<file path="src/rtl/logic_combine_pipe.sv">
// N-channel bitwise combiner (AND/OR/XOR/NAND) feeding a stallable valid/ready pipeline.
// Optional output toggle counter enabled by defining LOGIC_COMBINE_PIPE_TOGGLE_CNT_EN.
module logic_combine_pipe #(
    parameter int WIDTH  = 8,
    parameter int NUM_IN = 2,
    parameter int STAGES = 2
) (
    input  logic                    clk,
    input  logic                    rst_n,
    input  logic [1:0]              op,
    input  logic                    in_valid,
    output logic                    in_ready,
    input  logic [NUM_IN*WIDTH-1:0] in_data,
    output logic                    out_valid,
    input  logic                    out_ready,
    output logic [WIDTH-1:0]        out_data,
    output logic                    busy,
    output logic [15:0]             toggle_cnt
);

    typedef enum logic [1:0] {
        OP_AND  = 2'b00,
        OP_OR   = 2'b01,
        OP_XOR  = 2'b10,
        OP_NAND = 2'b11
    } op_t;

    logic [WIDTH-1:0]  and_red;
    logic [WIDTH-1:0]  or_red;
    logic [WIDTH-1:0]  xor_red;
    logic [WIDTH-1:0]  combined;

    logic [STAGES-1:0] stage_valid;
    logic [WIDTH-1:0]  stage_data [STAGES];
    logic [STAGES-1:0] src_valid;
    logic [WIDTH-1:0]  src_data [STAGES];
    logic [STAGES-1:0] advance;
    logic              hole;

    // NAND inverts the full AND-reduction rather than chaining pairwise NANDs
    always_comb begin
        and_red  = '1;
        or_red   = '0;
        xor_red  = '0;
        for (int k = 0; k < NUM_IN; k++) begin
            and_red = and_red & in_data[k*WIDTH +: WIDTH];
            or_red  = or_red  | in_data[k*WIDTH +: WIDTH];
            xor_red = xor_red ^ in_data[k*WIDTH +: WIDTH];
        end
        case (op_t'(op))
            OP_AND:  combined = and_red;
            OP_OR:   combined = or_red;
            OP_XOR:  combined = xor_red;
            default: combined = ~and_red;
        endcase
    end

    // A stage may advance if any stage at or downstream of it is empty, or the consumer takes the head
    always_comb begin
        advance = '0;
        hole    = out_ready;
        for (int i = STAGES - 1; i >= 0; i--) begin
            hole       = hole || !stage_valid[i];
            advance[i] = hole;
        end
    end

    genvar g;
    generate
        for (g = 0; g < STAGES; g++) begin : gen_stage
            if (g == 0) begin : gen_head
                assign src_valid[g] = in_valid;
                assign src_data[g]  = combined;
            end else begin : gen_body
                assign src_valid[g] = stage_valid[g-1];
                assign src_data[g]  = stage_data[g-1];
            end

            always_ff @(posedge clk) begin
                if (!rst_n) begin
                    stage_valid[g] <= 1'b0;
                    stage_data[g]  <= '0;
                end else if (advance[g]) begin
                    stage_valid[g] <= src_valid[g];
                    if (src_valid[g]) begin
                        stage_data[g] <= src_data[g];
                    end
                end
            end
        end
    endgenerate

    assign in_ready  = advance[0];
    assign out_valid = stage_valid[STAGES-1];
    assign out_data  = stage_data[STAGES-1];
    assign busy      = |stage_valid;

`ifdef LOGIC_COMBINE_PIPE_TOGGLE_CNT_EN
    logic [WIDTH-1:0] prev_result;
    logic [15:0]      cnt;

    always_ff @(posedge clk) begin
        if (!rst_n) begin
            prev_result <= '0;
            cnt         <= '0;
        end else if (out_valid && out_ready) begin
            prev_result <= out_data;
            if (out_data != prev_result && cnt != 16'hFFFF) begin
                cnt <= cnt + 16'd1;
            end
        end
    end

    assign toggle_cnt = cnt;
`else
    assign toggle_cnt = '0;
`endif

endmodule

</file>
<file path="config.mk">
export PLATFORM = sky130hd
export DESIGN_NAME = logic_combine_pipe
export DESIGN_NICKNAME = d
export VERILOG_FILES = /design/src/rtl/logic_combine_pipe.sv
export SDC_FILE = /design/constraint.sdc
export NUM_CORES = 1
export LEC_CHECK = 0
export ABC_AREA = 1
export BUFFER_PORTS_ARGS = -buffer_cell sky130_fd_sc_hd__buf_2
export CORE_MARGIN = 8
export CORE_UTILIZATION = 50
export CTS_BUF_LIST = sky130_fd_sc_hd__clkbuf_16
export CTS_CLUSTER_SIZE = 30
export DETAILED_ROUTE_END_ITERATION = 7
export PLACE_DENSITY = 0.8
export SLEW_MARGIN = 20
export SYNTH_ARGS = -nofsm -noshare
export SYNTH_HDL_FRONTEND = slang
export SYNTH_SLANG_ARGS = --single-unit
export TNS_END_PERCENT = 1
</file>
<file path="constraint.sdc">
create_clock -name clk -period 1.3 [get_ports clk]
set_clock_uncertainty 0.05 [all_clocks]
set_input_delay 0.13 -clock clk [delete_from_list [all_inputs] [get_ports clk]]
set_output_delay 0.13 -clock clk [all_outputs]
set_load 0.05 [all_outputs]
</file>
==> results of run 1 <==
## cell usage in the layout (no fill, tap or decap)
| cell type | netlist | routed |
|---|---|---|
| inv_1 | 31 | 31 |
| buf_2 | 2 | 31 |
| nor2_1 | 23 | 23 |
| nand2_1 | 22 | 22 |
| nand3_1 | 17 | 17 |
| ha_1 | 16 | 16 |
| conb_1 | 1 | 16 |
| edfxtp_1 | 16 | 16 |
| nand4_1 | 8 | 8 |
| o21a_1 | 5 | 5 |
| clkbuf_16 | 0 | 3 |
| a21oi_1 | 2 | 2 |
| o21ai_0 | 2 | 2 |
| buf_4 | 17 | 2 |
| or2_2 | 1 | 1 |
| nor2_4 | 1 | 1 |
| nand2_4 | 1 | 1 |
| inv_4 | 1 | 1 |
| nand3b_1 | 1 | 1 |
| nor2_2 | 1 | 1 |
| nand3_2 | 1 | 1 |
| inv_2 | 1 | 1 |
| clkinv_1 | 0 | 1 |
| dfxtp_4 | 0 | 1 |
| buf_6 | 3 | 1 |
| buf_12 | 0 | 1 |
| dfxtp_2 | 0 | 1 |
## kinds of logic (layout without fill, tap and decap cells)
kind of cell,after synthesis,in the layout
other,1,16
DFF,18,18
adders and majority gates,16,16
buffers and inverters,56,72
AOI/OAI and AO/OA,9,9
and+or+nand+nor,76,76
## metrics by stage
step | util (%) | total power [W] | worst slack, ps | cells | area (um2)
floorplan | - | 0.001082 | 32.16 | 191 | 1500
global placement | 56.53 | 0.001125 | 128.1 | 234 | 1559
detailed placement | 56.53 | 0.001135 | 107.0 | 234 | 1559
CTS | 59.53 | 0.001751 | 27.66 | 238 | 1642
global route | 59.66 | 0.001824 | 2.755 | 238 | 1645
finish | 59.66 | 0.001738 | 39.40 | 238 | 1645
## layer usage
| metal | vias to the layer above | part of all wire (%) |
|---|---|---|
| met5 | - | 0 |
| met4 | 0 | 2.5 |
| met3 | 7 | 7.7 |
| met2 | 51 | 47 |
| met1 | 490 | 42 |
| li1 | 592 | - |
## flip-flops by register name, indices dropped and copies added (netlist names)
name,flops
stage_data,16
src_valid,1
out_valid,1
## layout make-up
cell class                 instances  share of cell area (%)
multi-input combinational        117                   40.99
sequential                        18                   31.94
timing repair buffer              35                   12.24
inverter                          33                   7.681
clock buffer                       3                   4.563
tap                               31                   2.357
clock inverter                     1                  0.2281
## worst max-delay path: stages, from the launching register on
cell and delay, ps:
dfxtp_4 340, or2_2 280, buf_2 210
## power breakdown
part	total [W]	leakage [nW]	internal, W	switching, W
Clock	0.000612	0.0385	0.000409	0.000203
Sequential	0.000687	0.190	0.000675	0.0000117
Combinational	0.000439	0.651	0.000113	0.000326
## cells in the mapped netlist
| master | number | area [um2] |
|---|---|---|
| or2_2 | 1 | 6.260 |
| edfxtp_1 | 16 | 480.5 |
| conb_1 | 1 | 3.750 |
| clkbuf_1 | 1 | 3.750 |
| nor2_1 | 23 | 86.33 |
| inv_1 | 31 | 116.4 |
| inv_2 | 1 | 3.750 |
| nand3_1 | 17 | 85.08 |
| a21oi_1 | 2 | 10.01 |
| ha_1 | 16 | 200.2 |
| inv_4 | 1 | 6.260 |
| nand3_2 | 1 | 10.01 |
| buf_6 | 3 | 33.78 |
| dfxtp_1 | 2 | 40.04 |
| nand3b_1 | 1 | 7.510 |
| nor2_2 | 1 | 6.260 |
| o21a_1 | 5 | 37.54 |
| nor2_4 | 1 | 11.26 |
| nand4_1 | 8 | 50.05 |
| buf_4 | 17 | 127.6 |
| nand2_4 | 1 | 11.26 |
| buf_2 | 2 | 10.01 |
| o21ai_0 | 2 | 10.01 |
| nand2_1 | 22 | 82.58 |
## what timing repair did
action,in CTS,in global routing
resized for setup,2,1
endpoints found under the setup margin,1,1
hold buffers,0,0
## worst paths after layout
check,startpoint,to,slack (ps)
setup / recovery,out_valid$_SDFFE_PN0P_,busy,40
hold / removal,out_ready,out_valid$_SDFFE_PN0P_,160
setup reg to reg,out_valid$_SDFFE_PN0P_,stage_data[1][1]$_SDFFCE_PN0P_,140
hold reg to reg,src_valid[1]$_SDFFE_PN0P_,out_valid$_SDFFE_PN0P_,460
==> qor.csv, run 1 <==
stage,metric,value,unit
floorplanning,core_area,2758,um2
floorplanning,fp.dieH,69.67,um
job,max-cap-violations,0,
sta,fin_crit_sh,96.97,%
sta,rsz0062_at_grt,no,
yosys,synth_compound_area_share,3.997,%
clocking,clockBufferDepth,2,
yosys,synth_area_per_cell,8.183,um2
layout,layout.nets,246,
routing,vias,1140,
layout,drive_above_1_share,22.71,%
sta,hold_viol_final,0,
worst_hold_path,hp-class,in2reg,
setup_path,crit_arrival,1080,ps
setup_path,worstSetupStartpointType,flop,
global_route,grt.busiest_layer,met2,
worst_hold_path,holdPathStages,4,
sta,finalSetupViolations,0,
setup_path,required,1120,ps
yosys,synth_mux_area_share,0,%
global_route,grt.total_usage,11.30,%
setup_path,r2r_cells,3,
placed_design,hpwl,2155,um
routing,antenna_left,0,
yosys,syn_area,1440,um2
global_route,grt-ovfl-total,0,
yosys,synth_top_family_by_area,simple AND/OR/NAND/NOR gates,
layout,multi_input_area,674.4,um2
yosys,synthAdderAreaFrac,13.90,%
global_route,antenna_found_initial,0,
yosys,netlist_instances,176,
global_route,grt_max_degree,17,
setup_path,worstSetupPathType,reg2out,
setup_path,crit_fanout,4,
power_and_ir_drop,p_per_area,1056,nW/um2
floorplanning,start_util,52.22,%
clocking,clk_pin_slew,50,ps
yosys,yosysWarnings,0,
sta,min_period,1261,ps
routing,detail_route.vias_per_cell,4.790,
clocking,htree_num_levels,1,
routing,wirelength,2636,um
sta,max_freq,0.7933,GHz
yosys,synthXorXnorAreaFrac,0,%
sta,tns,0,ps
sta,hold_slack,156.5,ps
global_route,met3_usage,4.292,%
clocking,cts_tree,yes,
layout,fillers,255,
clocking,worstSkewPairLatency,250,ps
layout,n_antenna_cell,0,
clocking,post_cts.repair.setup_buffers,0,
layout,seq_area,525.5,um2
placed_design,place.gp.congestion,0.8085,
floorplanning,die_w,69.67,um
yosys,yosys.area_share.simple,24.76,%
yosys,synthDistinctLibCells,24,
setup_path,end_kind,output port,
clocking,cts.sinks,18,
clocking,cts_inserted_buffers,3,
routing,wire_per_inst,11.08,um
layout,syn2layout_area_growth,14.25,%
placed_design,io_buffers,32,
floorplanning,dieArea,4854,um2
routing,drc_errors,0,
routing,firstDrtPassIters,6,
power_and_ir_drop,peakVddDrop,1.304,mV
outcome,status,"finished, final reports clean",
power_and_ir_drop,static-leakage-power,0.8804,nW
global_route,use_met2,18.34,%
routing,drtIter0Drc,80,
yosys,ys_ff_latch,18,
floorplanning,rows,19,
sta,slew_violations,0,
yosys,ys_seq_area_share,36.14,%
clocking,cts-root-buf,clkbuf_16,
global_route,grt_pass1_wl,4678,um
floorplanning,io_pins,49,
global_route,met1_usage,12.06,%
global_route,grt_pass1_vias,1096,
No activity file was read; power rests on OpenSTA's default activity.
==> run 2, diff against run 1 <==
--- a/config.mk
+++ b/config.mk
@@ -5,14 +5,13 @@
 export SDC_FILE = /design/constraint.sdc
 export NUM_CORES = 1
 export LEC_CHECK = 0
-export ABC_AREA = 1
 export BUFFER_PORTS_ARGS = -buffer_cell sky130_fd_sc_hd__buf_2
 export CORE_MARGIN = 8
-export CORE_UTILIZATION = 50
+export CORE_UTILIZATION = 49
 export CTS_BUF_LIST = sky130_fd_sc_hd__clkbuf_16
 export CTS_CLUSTER_SIZE = 30
 export DETAILED_ROUTE_END_ITERATION = 7
-export PLACE_DENSITY = 0.8
+export PLACE_DENSITY = 0.79
 export SLEW_MARGIN = 20
 export SYNTH_ARGS = -nofsm -noshare
 export SYNTH_HDL_FRONTEND = slang
==> run 2 against run 1 <==
  * Sequential share of layout area increased by 1.2 points
  * Worst setup slack got worse by 6.3 ps
  * Flip-flop and latch count unchanged
  * Register-to-register slack got worse by 60 ps
  * Routed wire length down 4.6%
  * Sequential power about the same
  * Clock power hardly changed
  * Clock-buffer cell count stayed put
==> qor.csv, run 2 <==
stage,metric,value,unit,change
sta,hold_viol_final,0,,unchanged
sta,fin_crit_sh,97.46,%,was 96.97%
floorplanning,start_util,50.49,%,was 52.22%
yosys,synthDistinctLibCells,27,,was 24
sta,hold_slack,111.0,ps,was 156.5 ps
yosys,yosysWarnings,0,,unchanged
routing,vias,1006,,"was 1,140"
setup_path,end_kind,output port,,unchanged
layout,stdcell_count,206,,was 238
setup_path,cp_cell_sequence,or2_2 > buf_2,,unchanged
floorplanning,rows,19,,unchanged
floorplanning,dieArea,4707,um2,was 4854 um2
floorplanning,io_pins,49,,unchanged
power_and_ir_drop,power.share.clock,35.4,%,was 35.2%
job,max-cap-violations,0,,unchanged
yosys,synthFlopType,edfxtp_1,,unchanged
setup_path,crit_arrival,1090,ps,was 1080 ps
yosys,synth_edf_count,16,,unchanged
global_route,grt_max_degree,16,,was 17
global_route,grt_pass1_vias,1048,,"was 1,096"
routing,antenna_left,0,,unchanged
clocking,htree_num_levels,1,,unchanged
placed_design,place.gp.congestion,0.7669,,was 0.8085
yosys,syn_area,1356,um2,was 1440 um2
global_route,grt.total_usage,11.27,%,was 11.30%
setup_path,r2r_cells,4,,was 3
sta,layout_setup_ws,33.06,ps,was 39.40 ps
clocking,cts.sinks,18,,unchanged
yosys,yosys-top-cells-count,"20 x inv_1, 16 x buf_4, 16 x edfxtp_1, 16 x ha_1, 12 x nand2_1",,"was 31 x inv_1, 23 x nor2_1, 22 x nand2_1, 17 x buf_4, 17 x nand3_1"
setup_path,worstSetupPathType,reg2out,,unchanged
routing,dr_wl_met2,1390,um,was 1252 um
global_route,antenna_found_initial,0,,unchanged
sta,slew_violations,0,,unchanged
layout,final_cell_mix,"31 x buf_2, 20 x inv_1, 16 x ha_1, 16 x conb_1, 16 x edfxtp_1",,"was 31 x inv_1, 31 x buf_2, 23 x nor2_1"
clocking,clockBufferDepth,2,,unchanged
yosys,synth.area.top_cells,"edfxtp_1 35%, ha_1 15%, buf_4 8.9%",,"was edfxtp_1 33%, ha_1 14%, buf_4 8.9%"
floorplanning,core_area,2686,um2,was 2758 um2
layout,largest_reg_flops,16,,unchanged
power_and_ir_drop,peakVddDrop,1.271,mV,was 1.304 mV
clocking,worstSkewPairLatency,250,ps,about the same
yosys,ys_ff_latch,18,,unchanged
sta,finalSetupViolations,0,,unchanged
sta,min_period,1267,ps,was 1261 ps
routing,drtIter0Drc,35,,was 80
yosys,netlist_instances,140,,was 176
worst_hold_path,worst_hold_path.endpoint,src_valid[1]$_SDFFE_PN0P_,,was out_valid$_SDFFE_PN0P_
routing,wirelength_met1,928,um,was 1116 um
yosys,ys_async_sr_fraction,0,%,unchanged
setup_path,r2r_start,src_valid[1]$_SDFFE_PN0P_,,was out_valid$_SDFFE_PN0P_
routing,route.met3.wl,139,um,was 202 um
setup_path,required,1120,ps,about the same
yosys,synth_area_per_cell,9.688,um2,was 8.183 um2
routing,wirelength,2516,um,was 2636 um
setup_path,r2r_slack,80,ps,was 140 ps
layout,layout_commonest_cell,buf_2,,
placed_design,pre_cts_ws,72.53,ps,was 107.0 ps
setup_path,critPathMaxStageDelay,340,ps,about the same
worst_hold_path,holdPathStages,3,,was 4
clocking,clk_pin_slew,50,ps,about the same
layout,fin_util,58.87,%,was 59.66%
layout,n_antenna_cell,0,,unchanged
layout,syn2layout_area_growth,16.61,%,was 14.25%
clocking,cts_inserted_buffers,3,,unchanged
clocking,cts-root-buf,clkbuf_16,,unchanged
floorplanning,fp.dieH,68.61,um,was 69.67 um
power_and_ir_drop,p_per_area,1087,nW/um2,was 1056 nW/um2
power_and_ir_drop,p_sw,0.0005217,W,was 0.0005404 W
layout,layout.nets,214,,was 246
power_and_ir_drop,switching_share,30.36,%,was 31.10%
clocking,cts_tree,yes,,unchanged
layout,regMostFlops,stage_data,,unchanged
setup_path,worstSetupStartpointType,flop,,unchanged
routing,drc_errors,0,,unchanged
placed_design,hpwl,2072,um,was 2155 um
power_and_ir_drop,power_frac_comb,24.7,%,was 25.3%
setup_path,crit_fanout,4,,unchanged
placed_design,dpl_cell_area,1485,um2,was 1559 um2
routing,highest_layer,met4,,unchanged
placed_design,io_buffers,32,,unchanged
sta,max_freq,0.7893,GHz,was 0.7933 GHz
setup_path,critPathLaunch,out_valid$_SDFFE_PN0P_,,unchanged
clocking,postCtsHoldBufs,0,,unchanged
layout,drive_above_1_share,26.86,%,was 22.71%
power_and_ir_drop,p_seq_share,39.9,%,was 39.5%
worst_hold_path,min_from,in_valid,,was out_ready
yosys,synth.top_cell.area_share,35.42,%,was 33.36%
setup_path,rr_endpoint,stage_data[0][2]$_SDFFCE_PN0P_,,was stage_data[1][1]$_SDFFCE_PN0P_
yosys,synth.most_common_cell,inv_1,,unchanged
routing,detail_route.vias_per_cell,4.883,,was 4.790
global_route,grt_pass1_wl,4146,um,was 4678 um
power_and_ir_drop,static-leakage-power,0.8102,nW,was 0.8804 nW
power_and_ir_drop,power.internal,0.001197,W,about the same
routing,firstDrtPassIters,4,,was 6
worst_hold_path,hp-class,in2reg,,unchanged
global_route,grt-ovfl-total,0,,unchanged
layout,finalInstanceArea,1582,um2,was 1645 um2
floorplanning,die_w,68.61,um,was 69.67 um
sta,rsz0062_at_grt,no,,unchanged
yosys,ys_seq_area_share,38.38,%,was 36.14%
setup_path,cpMaxStageDelayCell,dfxtp_4,,unchanged
routing,wire_per_inst,12.21,um,was 11.08 um
placed_design,dp.cells,200,,was 234
yosys,yosys.area.top_type,edfxtp_1,,unchanged
outcome,status,"finished, final reports clean",,unchanged
run 2: final cells by class:
class	count	area [um2]
Clock inverter	1	3.754
Timing Repair Buffer	35	185.2
Sequential cell	18	524.3
Tap cell	31	38.79
Multi-Input combinational cell	96	671.9
Clock buffer	3	75.07
Inverter	22	82.58
Fill cell	240	1105
run 2: kinds of logic after synthesis:
group / synth area share, %
simple gates: 12.46
fa+ha+maj: 14.76
buf+inv: 16.97
flops: 38.38
other cells: 0.2765
compound gates: 17.16
run 2: timing repair:
action / in CTS / in global routing
setup buffers: 0 / 2
gates resized for setup: 0 / 1
endpoints found under the setup margin: 0 / 1
run 2: power by group through the flow:
stage	clock (W)	combinational [W]	sequential, W
global placement	0	0.000404	0.000695
floorplan	0	0.000302	0.000761
CTS	0.000614	0.000422	0.000686
finish	0.000609	0.000424	0.000686
global route	0.000640	0.000462	0.000690
detailed placement	0	0.000420	0.000698
run 2: worst max path at each step:
stage	to	cells after the start
after floorplan	stage_data[0][0]$_SDFFCE_PN0P_	3
after detailed placement	stage_data[0][4]$_SDFFCE_PN0P_	6
after global placement	stage_data[0][5]$_SDFFCE_PN0P_	6
after CTS	in_ready	2
after global routing	stage_data[0][2]$_SDFFCE_PN0P_	4
final	busy	2
run 2: layer usage:
metal | GRT usage, % | vias to the layer above
li1 | - | 511
met5 | 0 | -
met4 | 7.928 | 0
met2 | 21.60 | 27
met1 | 10.67 | 464
met3 | 1.616 | 4
run 2: worst max-delay path, delay by kind of cell, from the launching register on:
family	cells	cell delay, ps
and+or+nand+nor	1	290
buffers and inverters	1	210
DFF	1	340
run 2: per-stage QoR:
step	TNS [ps]	total power [W]
after CTS	0	0.001723
after detailed placement	0	0.001118
after floorplan	-4909	0.001063
after global placement	0	0.001098
final	0	0.001719
after global routing	0	0.001792
